--- src/rtl/arb_pkg.sv ---
// Shared types for the BRAM port arbiter: controller state and response-owner tags.
package arb_pkg;

    typedef enum logic {
        ARB_LOAD,
        ARB_RUN
    } arb_state_t;

    typedef enum logic [1:0] {
        TAG_NONE,
        TAG_IF,
        TAG_LS
    } arb_tag_t;

    // Bits needed to hold 0..max_val; never narrower than one bit.
    function automatic int cnt_width(input int max_val);
        int w;
        w = $clog2(max_val + 1);
        return (w < 1) ? 1 : w;
    endfunction

endpackage

--- src/rtl/arb_resp_pipe.sv ---
// Owner-tag shift register matching the BRAM read latency; flush_in turns IF tags into TAG_NONE,
// including the tag emerging at the output this cycle.
module arb_resp_pipe
    import arb_pkg::*;
#(
    parameter int RD_LATENCY = 2
) (
    input  logic     clk_in,
    input  logic     rst_in,
    input  logic     flush_in,
    input  arb_tag_t tag_in,
    output arb_tag_t tag_out
);

    arb_tag_t r_stage [RD_LATENCY];

    genvar gi;
    generate
        for (gi = 0; gi < RD_LATENCY; gi++) begin : g_stage
            if (gi == 0) begin : g_head
                // The tag entering this cycle belongs to a grant made alongside the flush and survives it.
                always_ff @(posedge clk_in or negedge rst_in) begin
                    if (!rst_in) begin
                        r_stage[0] <= TAG_NONE;
                    end else begin
                        r_stage[0] <= tag_in;
                    end
                end
            end else begin : g_body
                always_ff @(posedge clk_in or negedge rst_in) begin
                    if (!rst_in) begin
                        r_stage[gi] <= TAG_NONE;
                    end else if (flush_in && (r_stage[gi-1] == TAG_IF)) begin
                        r_stage[gi] <= TAG_NONE;
                    end else begin
                        r_stage[gi] <= r_stage[gi-1];
                    end
                end
            end
        end
    endgenerate

    assign tag_out = (flush_in && (r_stage[RD_LATENCY-1] == TAG_IF)) ? TAG_NONE
                                                                      : r_stage[RD_LATENCY-1];

endmodule

--- src/rtl/bram_port_arbiter.sv ---
// Shares one single-port BRAM between boot loader, instruction fetch and load/store.
// Define ARB_ROUND_ROBIN_EN for round-robin IF/LS arbitration instead of LS priority with MAX_WAIT.
module bram_port_arbiter
    import arb_pkg::*;
#(
    parameter int ADDR_W     = 12,
    parameter int DATA_W     = 32,
    parameter int RD_LATENCY = 2,
    parameter int LOAD_WORDS = 5,
    parameter int MAX_WAIT   = 4
) (
    input  logic              clk_in,
    input  logic              rst_in,
    input  logic              boot_valid_in,
    input  logic [DATA_W-1:0] boot_data_in,
    output logic              boot_ready_out,
    input  logic              if_valid_in,
    input  logic [ADDR_W-1:0] if_addr_in,
    output logic              if_ready_out,
    output logic              if_rvalid_out,
    output logic [DATA_W-1:0] if_rdata_out,
    input  logic              ls_valid_in,
    input  logic              ls_we_in,
    input  logic [ADDR_W-1:0] ls_addr_in,
    input  logic [DATA_W-1:0] ls_wdata_in,
    output logic              ls_ready_out,
    output logic              ls_rvalid_out,
    output logic [DATA_W-1:0] ls_rdata_out,
    input  logic              flush_in,
    output logic [ADDR_W-1:0] ram_addr_out,
    output logic [DATA_W-1:0] ram_din_out,
    output logic              ram_we_out,
    input  logic [DATA_W-1:0] ram_dout_in,
    output logic              run_out
);

    localparam int LCNT_W = cnt_width(LOAD_WORDS);
    localparam logic [LCNT_W-1:0] LAST_IDX = LCNT_W'((LOAD_WORDS == 0) ? 0 : LOAD_WORDS - 1);

    arb_state_t        r_state;
    logic              r_run;
    logic [LCNT_W-1:0] r_load_cnt;
    logic [ADDR_W-1:0] r_addr_hold;
    logic [DATA_W-1:0] r_din_hold;

    logic              w_in_load;
    logic              w_in_run;
    logic              w_boot_grant;
    logic              w_if_req;
    logic              w_ls_req;
    logic              w_if_wins;
    logic              w_grant_if;
    logic              w_grant_ls;
    logic              w_any_grant;
    logic [ADDR_W-1:0] w_addr_sel;
    logic [DATA_W-1:0] w_din_sel;
    arb_tag_t          w_tag_push;
    arb_tag_t          w_tag_out;

    // Qualifying with rst_in keeps every handshake output at 0 while reset is held.
    assign w_in_load = rst_in && (r_state == ARB_LOAD) && (LOAD_WORDS != 0);
    assign w_in_run  = rst_in && (r_state == ARB_RUN);

    assign w_boot_grant = w_in_load && boot_valid_in;
    assign w_if_req     = w_in_run && if_valid_in;
    assign w_ls_req     = w_in_run && ls_valid_in;

`ifdef ARB_ROUND_ROBIN_EN
    logic r_last_if;

    assign w_if_wins = w_if_req && (!w_ls_req || !r_last_if);

    always_ff @(posedge clk_in or negedge rst_in) begin
        if (!rst_in) begin
            r_last_if <= 1'b1;
        end else if (w_grant_if) begin
            r_last_if <= 1'b1;
        end else if (w_grant_ls) begin
            r_last_if <= 1'b0;
        end
    end
`else
    localparam int WAIT_W = cnt_width(MAX_WAIT);
    localparam logic [WAIT_W-1:0] WAIT_MAX = WAIT_W'(MAX_WAIT);

    logic [WAIT_W-1:0] r_wait;

    assign w_if_wins = w_if_req && (!w_ls_req || (r_wait == WAIT_MAX));

    // Counts refused IF cycles; it cannot pass WAIT_MAX because IF wins at that value.
    always_ff @(posedge clk_in or negedge rst_in) begin
        if (!rst_in) begin
            r_wait <= '0;
        end else if (w_grant_if) begin
            r_wait <= '0;
        end else if (w_if_req && (r_wait != WAIT_MAX)) begin
            r_wait <= r_wait + 1'b1;
        end
    end
`endif

    assign w_grant_if  = w_if_wins;
    assign w_grant_ls  = w_ls_req && !w_if_wins;
    assign w_any_grant = w_boot_grant || w_grant_if || w_grant_ls;

    always_comb begin
        w_addr_sel = r_addr_hold;
        w_din_sel  = r_din_hold;
        if (w_boot_grant) begin
            w_addr_sel = ADDR_W'(r_load_cnt);
            w_din_sel  = boot_data_in;
        end else if (w_grant_if) begin
            w_addr_sel = if_addr_in;
        end else if (w_grant_ls) begin
            w_addr_sel = ls_addr_in;
            w_din_sel  = ls_wdata_in;
        end
    end

    always_comb begin
        w_tag_push = TAG_NONE;
        if (w_grant_if) begin
            w_tag_push = TAG_IF;
        end else if (w_grant_ls && !ls_we_in) begin
            w_tag_push = TAG_LS;
        end
    end

    always_ff @(posedge clk_in or negedge rst_in) begin
        if (!rst_in) begin
            r_state    <= ARB_LOAD;
            r_run      <= 1'b0;
            r_load_cnt <= '0;
        end else begin
            case (r_state)
                ARB_LOAD: begin
                    if (LOAD_WORDS == 0) begin
                        r_state <= ARB_RUN;
                        r_run   <= 1'b1;
                    end else if (w_boot_grant) begin
                        r_load_cnt <= r_load_cnt + 1'b1;
                        if (r_load_cnt == LAST_IDX) begin
                            r_state <= ARB_RUN;
                            r_run   <= 1'b1;
                        end
                    end
                end
                default: begin
                    r_state <= ARB_RUN;
                    r_run   <= 1'b1;
                end
            endcase
        end
    end

    // Idle cycles replay the last address so the BRAM port stays quiet.
    always_ff @(posedge clk_in or negedge rst_in) begin
        if (!rst_in) begin
            r_addr_hold <= '0;
            r_din_hold  <= '0;
        end else if (w_any_grant) begin
            r_addr_hold <= w_addr_sel;
            r_din_hold  <= w_din_sel;
        end
    end

    arb_resp_pipe #(
        .RD_LATENCY(RD_LATENCY)
    ) u_resp_pipe (
        .clk_in  (clk_in),
        .rst_in  (rst_in),
        .flush_in(flush_in),
        .tag_in  (w_tag_push),
        .tag_out (w_tag_out)
    );

    assign boot_ready_out = w_in_load;
    assign if_ready_out   = w_grant_if;
    assign ls_ready_out   = w_grant_ls;
    assign ram_addr_out   = w_addr_sel;
    assign ram_din_out    = w_din_sel;
    assign ram_we_out     = w_boot_grant || (w_grant_ls && ls_we_in);
    assign run_out        = r_run;

    assign if_rvalid_out  = (w_tag_out == TAG_IF);
    assign ls_rvalid_out  = (w_tag_out == TAG_LS);
    assign if_rdata_out   = if_rvalid_out ? ram_dout_in : '0;
    assign ls_rdata_out   = ls_rvalid_out ? ram_dout_in : '0;

endmodule

--- config.mk ---
export PLATFORM = sky130hd
export DESIGN_NAME = bram_port_arbiter
export DESIGN_NICKNAME = d
export VERILOG_FILES = /design/src/rtl/arb_pkg.sv /design/src/rtl/arb_resp_pipe.sv /design/src/rtl/bram_port_arbiter.sv
export SDC_FILE = /design/constraint.sdc
export NUM_CORES = 1
export LEC_CHECK = 0
export BUFFER_PORTS_ARGS = -buffer_cell sky130_fd_sc_hd__buf_2
export CORE_MARGIN = 4
export CORE_UTILIZATION = 43
export DETAILED_ROUTE_END_ITERATION = 6
export GPL_TIMING_DRIVEN = 0
export PLACE_DENSITY_LB_ADDON = 0.1
export SLEW_MARGIN = 20
export SYNTH_ARGS = -nofsm -noshare
export SYNTH_HDL_FRONTEND = slang
export SYNTH_SLANG_ARGS = --single-unit
--- constraint.sdc ---
create_clock -name clk_in -period 2.1 [get_ports clk_in]
set_clock_uncertainty 0.2 [all_clocks]
set_input_delay 0.105 -clock clk_in [delete_from_list [all_inputs] [get_ports clk_in]]
set_output_delay 0.105 -clock clk_in [all_outputs]
set_load 0.02 [all_outputs]
# Yosys cells after proc, flatten, opt, wreduce, memory -nomap -nowiden
# Index checks and enable logic that the tools add are counted.
dict set report word_totals {
  rom_bits 0
  out_inout_bits 115
  inputBits 127
  ff_bits 56
  ram_bits 0
  latchBits 0
  memories 0
}
dict set report classes {
  reduce_logical 24
  shifts 0
  addsub 2
  magnitude_cmp 0
  bitwise 1
  n_eq_ne 7
  div_mod_pow 0
  n_mux 20
  mul 0
}
# operator count
set op_table {}
lappend op_table {{$mux 32} 5}
lappend op_table {{$mux 12} 3}
lappend op_table {{$logic_and 1x1->1} 12}
lappend op_table {{$mux 2} 4}
lappend op_table {{$add 3x1->3 const B} 2}
lappend op_table {{$eq 2x1->1 const B} 3}
lappend op_table {{$eq 3x3->1 const B} 2}
lappend op_table {{$mux 1} 6}
lappend op_table {{$mux 3} 2}
lappend op_table {{$reduce_bool 2->1} 3}
lappend op_table {{$logic_or 1x1->1} 4}
lappend op_table {{$reduce_and 2->1} 2}
lappend op_table {{$logic_not 1->1} 3}
lappend op_table {{$ne 3x3->1 const B} 1}
lappend op_table {{$eq 2x2->1 const B} 1}
lappend op_table {{$not 1->1} 1}

# Longest topological paths before layout
dict set report logic_depth {
  ltp_word 10
  depth_mapped 8
}

# By module
# From an unflattened synthesis, not the netlist that was laid out.
dict set report unflattened {
  cells_unflattened 416
  area_unflattened_um2 3505.9
}
# mod area_per_inst_um2 cells_each n_inst
set modules_own_cells {}
lappend modules_own_cells {bram_port_arbiter 3375.7 406 1}
lappend modules_own_cells {arb_resp_pipe 130.1 10 1}

# Least setup slack after synthesis
# No wires, ideal clock.
dict set report synth_timing {
  path_type {register -> output}
  startpoint {register r_wait[0]}
  endpoint {output ram_din_out[22]}
  setup_slack_ns 0.113
  t_arrival_ns 1.682
  required_time_ns 1.795
  stages_incl_launch_ff 8
  path_buffers 2
  cell_sequence {dfrtp_1 inv_1 ha_1 nand3_1 and2_4 buf_6 buf_2 o211ai_1}
}
dict set report synth_via {
  elab_chain_len 8
}
# element line
set synth_lines {}
lappend synth_lines {{start, declared} bram_port_arbiter.sv:86} ;# logic [WAIT_W-1:0] r_wait;
lappend synth_lines {{start signal, assigned} bram_port_arbiter.sv:97} ;# r_wait <= r_wait + 1'b1;
lappend synth_lines {{$eq 3x3->1} bram_port_arbiter.sv:88} ;# assign w_if_wins = w_if_req && (!w_ls_req || (r_wait == WAIT_MAX));
lappend synth_lines {{$logic_or 1x1->1} bram_port_arbiter.sv:88}
lappend synth_lines {{$logic_and 1x1->1} bram_port_arbiter.sv:88}
lappend synth_lines {{$logic_not 1->1} bram_port_arbiter.sv:103} ;# assign w_grant_ls = w_ls_req && !w_if_wins;
lappend synth_lines {{$logic_and 1x1->1} bram_port_arbiter.sv:103}
lappend synth_lines {{named net ls_ready_out} bram_port_arbiter.sv:26} ;# output logic ls_ready_out,
lappend synth_lines {{$mux 32} bram_port_arbiter.sv:114} ;# end else if (w_grant_ls) begin
lappend synth_lines {{$mux 32} bram_port_arbiter.sv:112} ;# end else if (w_grant_if) begin
lappend synth_lines {{$mux 32} bram_port_arbiter.sv:109} ;# if (w_boot_grant) begin
lappend synth_lines {{end, declared} bram_port_arbiter.sv:31} ;# output logic [DATA_W-1:0] ram_din_out,
# The timed path passes the listed nets, and every way through them passes these cells.

# Worst setup path after layout
dict set report layout_timing {
  startpoint {register r_wait[1]}
  endpoint {output ram_din_out[18]}
}
dict set report layout_via {
  elab_chain_len 8
}
# element line
set layout_lines {}
lappend layout_lines {{$eq 3x3->1 (*)} bram_port_arbiter.sv:88}
lappend layout_lines {{$logic_or 1x1->1 (*)} bram_port_arbiter.sv:88}
lappend layout_lines {{$logic_and 1x1->1 (*)} bram_port_arbiter.sv:88}
lappend layout_lines {{$logic_not 1->1} bram_port_arbiter.sv:103}
lappend layout_lines {{$logic_and 1x1->1} bram_port_arbiter.sv:103}
lappend layout_lines {{$mux 32} bram_port_arbiter.sv:114}
lappend layout_lines {{$mux 32 (*)} bram_port_arbiter.sv:112}
lappend layout_lines {{$mux 32 (*)} bram_port_arbiter.sv:109}
# Mark *: on every way between the ends. The rest lies on a longest branch, timed or not.

==> metrics list <==
- Result of the run: finished, violations left
- The final reports fail on negative hold slack, negative setup slack.
* Critical setup path kind: flip-flop to output pin
- Row generation in the floorplan step produced 33 rows.
- Of all nets on the critical path, the largest fanout is 5.
- Of the available clock period, the critical path in the final layout requires 1.049.
- Clock transition at the registers of the reported paths: 100 ps
* Critical path required time: 1790 ps
* Diode count: 0
* Routed Antenna Nets: 0
- Initial standard-cell utilization of the core: 0.4440
- Port buffering added between 200 and 250 buffers.
- Maximum number of pins on one net before global-route repair: 65
- First-pass GRT wire length: approximately 24 mm
- Setup Viol. Count Final: 43
- Most frequently used flop master after synthesis: dfrtp_1
* Post-route setup TNS: -2378 ps
- Before antenna repair, the detailed router went through 5 iterations.
* Post-layout worst setup margin: -102.6 ps
* Unrepaired setup endpoints after global routing: yes
- Share of cells above drive strength 1: 0.4869
- Max Buffers Root-to-Sink: 2
- Area fraction of the dominant cell type after synthesis: 0.3841
- The floorplan step defined a die boundary enclosing between 10000 and 15000 sq um.
* TritonCTS clock tree: yes
- Count of unique library cells instantiated by Yosys: 37
* Static Leak: around 3.4 nW
* Post-synthesis instance total: 400
- Total half-perimeter wirelength after legalization and detailed placement: around 9.8 mm
- The number of slew-limit violations in the final report was 0.
- CTS root buffer: clkbuf_8
* Worst hold slack: -445.3 ps
* Clock latency on the worst-skew pair: 310 ps
- Max IR drop VDD: a little under 0.7 mV
- Timing would allow up to 0.4540 GHz.
- Synth Area per Inst: 9.121 sq um
* Area growth, synth to finish: 89.20%
- Headroom to the max-slew limit came out at 0.6647.
- Core Region: between 8000 and 9000 sq um
- Post-layout instance area: 6903 sq um
- In this run, synthesis inferred 0 flip-flops with an integrated enable.
- Sinks on Clock Net: 56
- Detailed-route vias per instance: approximately 5.5
- Pwr/cell area: 942.1 nW/um^2
* Nets@finish: between 800 and 900
* Register bit count reported by yosys: 56
- Share of async-settable or async-resettable flops after synthesis: 1.000
* Leading cell types in the layout, fill and taps excluded: buf_2 (199), dlygate4sd3_1 (92), nand2_1 (67)
- In the global route stage, overall resource usage came out at 0.2936.
* Critical Path Start Type: flip-flop
- When the netlist entered floorplanning its net count stood at ~530.
- Syn. warnings: 0
- Summing all placed instances gives a cell area of between 4000 and 5000 sq um.
- At the pin with the least slew margin, the transition time is 503.0 ps.
- Cells taking the most area after synthesis: dfrtp_1 (38%), and2_1 (11%), o211ai_2 (10%), nand2_1 (7.0%), o211ai_1 (7.0%)
- IO Count: approximately 240
- Clock tree synthesis inserted a total of 5 buffers.
* Initial antenna violation count: 0
- Across the run, the number of max-cap violations was 0.
* Die Span Y: approximately 100 um
* Data arrival at the endpoint of the critical path: 1900 ps
- Total DRC errors in the routed layout: 0
- The cell area that synthesis handed to floorplanning was around 3600 sq um.
- Wires add up to 16.66 mm.
- The count of endpoints failing hold in the final timing report came to 56.
- Cell type contributing the most total cell area after synthesis: dfrtp_1
* Htree depth: 2
- Via count of the first global-routing pass: slightly below 5000
* DR iter-0 viols: between 200 and 300
* Final design utilization: 0.8401
* Worst setup EP type: output pin
- Most common cell after layout, fill and taps aside: buf_2
* Horiz. Die Dim: 100.1 um
- Sequential fraction of the synthesis area: 0.3841
* Minimum clock period: around 2200 ps
* Final Wtd Congestion: 0.8691
* Type of the most critical hold path: primary input to async pin
* Final Total Pwr: about 6.5 mW
- The detailed router placed about 4800 vias in this run.
- The total overflow left after global routing is 0.
- WL/cell: ~19 um
-- path summary, 6_finish.rpt --
path | start | to | slack, ps | cells past startpoint
setup / recovery | r_wait[1] | ram_din_out[18] | -100 | 8
hold / removal | rst_in | r_din_hold[17] | -450 | 1
setup reg to reg | r_wait[1] | r_din_hold[11] | 230 | 7
hold reg to reg | u_resp_pipe.r_stage[3] | u_resp_pipe.r_stage[1] | 270 | 1
max in group asynchronous | rst_in | r_state | 1770 | 1
min in group clk_in | ls_valid_in | r_wait[2] | 150 | 4
-- cells in the mapped netlist (2+ instances only) --
cell type	n
nor2b_1	3
a31oi_1	4
mux2i_1	10
buf_4	2
and2_1	64
ha_1	4
o2bb2ai_1	14
o211ai_2	30
dfrtp_1	56
buf_6	6
buf_2	9
and3_1	2
o211ai_1	34
xnor2_1	2
clkbuf_1	16
o21ai_0	9
nor3b_1	2
inv_1	6
nand2_1	68
o22ai_1	3
nand3_1	39
a32oi_1	2
-- kinds of logic after synthesis --
family | share of synthesized area
flip-flops | 0.3841
AO/OA/AOI/OAI | 0.2534
buffers and inverters | 0.05898
multiplexers | 0.02744
adder cells (fa/ha/maj) | 0.01372
XOR/XNOR | 0.004802
AND/OR/NAND/NOR | 0.2575
-- state kept, by name (all words and copies together) (netlist names) --
signal               flops
r_addr_hold             12
r_din_hold              32
r_load_cnt               3
r_state                  1
r_wait                   3
run_out                  1
u_resp_pipe.r_stage      4
-- final cells by class --
| cell class | instances | area (sq um) |
|---|---|---|
| buffer | 30 | 260.3 |
| clock buffer | 7 | 76.32 |
| clock inverter | 1 | 8.758 |
| fill | 481 | 1314 |
| inverter | 6 | 30.03 |
| multi-input combinational | 304 | 2360 |
| sequential | 56 | 1403 |
| tap | 105 | 131.4 |
| timing repair buffer | 360 | 2634 |
-- per-stage QoR --
stage          hold WS [ps]  cells  worst slack (ps)
6_report             -445.3    869            -102.6
5_1_grt              -408.6    869            -160.0
4_1_cts              -424.2    858            -56.87
3_3_place_gp          106.0    746            -795.4
3_5_place_dp          29.77    746            -348.9
2_1_floorplan        -390.6    400             113.4
-- per-layer routing --
| layer | wire length [um] | vias up | global-route usage |
|---|---|---|---|
| met2 | 8624 | 273 | 0.5295 |
| li1 | - | 2164 | - |
| met1 | 5996 | 2287 | 0.3377 |
| met5 | 0 | - | 0 |
| met4 | 750 | 0 | 0.1254 |
| met3 | 1286 | 70 | 0.05698 |
-- timing repair --
item | in CTS | in global routing
endpoints found under the setup margin | 77 | 104
pin swaps | 27 | 13
buffers inserted | 12 | 10
endpoints found under the hold margin | 105 | 57
resized for setup | 111 | 79
gates cloned | 3 | 2
hold buffers | 92 | 1
-- power breakdown --
| group | total, mW | switching, mW | leakage [nW] | internal [mW] |
|---|---|---|---|---|
| Clock | 0.604 | 0.365 | 0.0424 | 0.240 |
| Sequential | 1.74 | 0.205 | 0.689 | 1.54 |
| Combinational | 4.16 | 2.18 | 2.71 | 1.98 |
| Total | 6.50 | 2.75 | 3.44 | 3.76 |
-- worst max-delay path: stages, from the launching register on --
cell      delay, ps
dfrtp_1         410
inv_2            90
ha_4            180
nand3_4          90
and2_4          190
buf_12          150
buf_16          140
o211ai_4        190
buf_6           150
No activity file was read; power rests on OpenSTA's default activity.
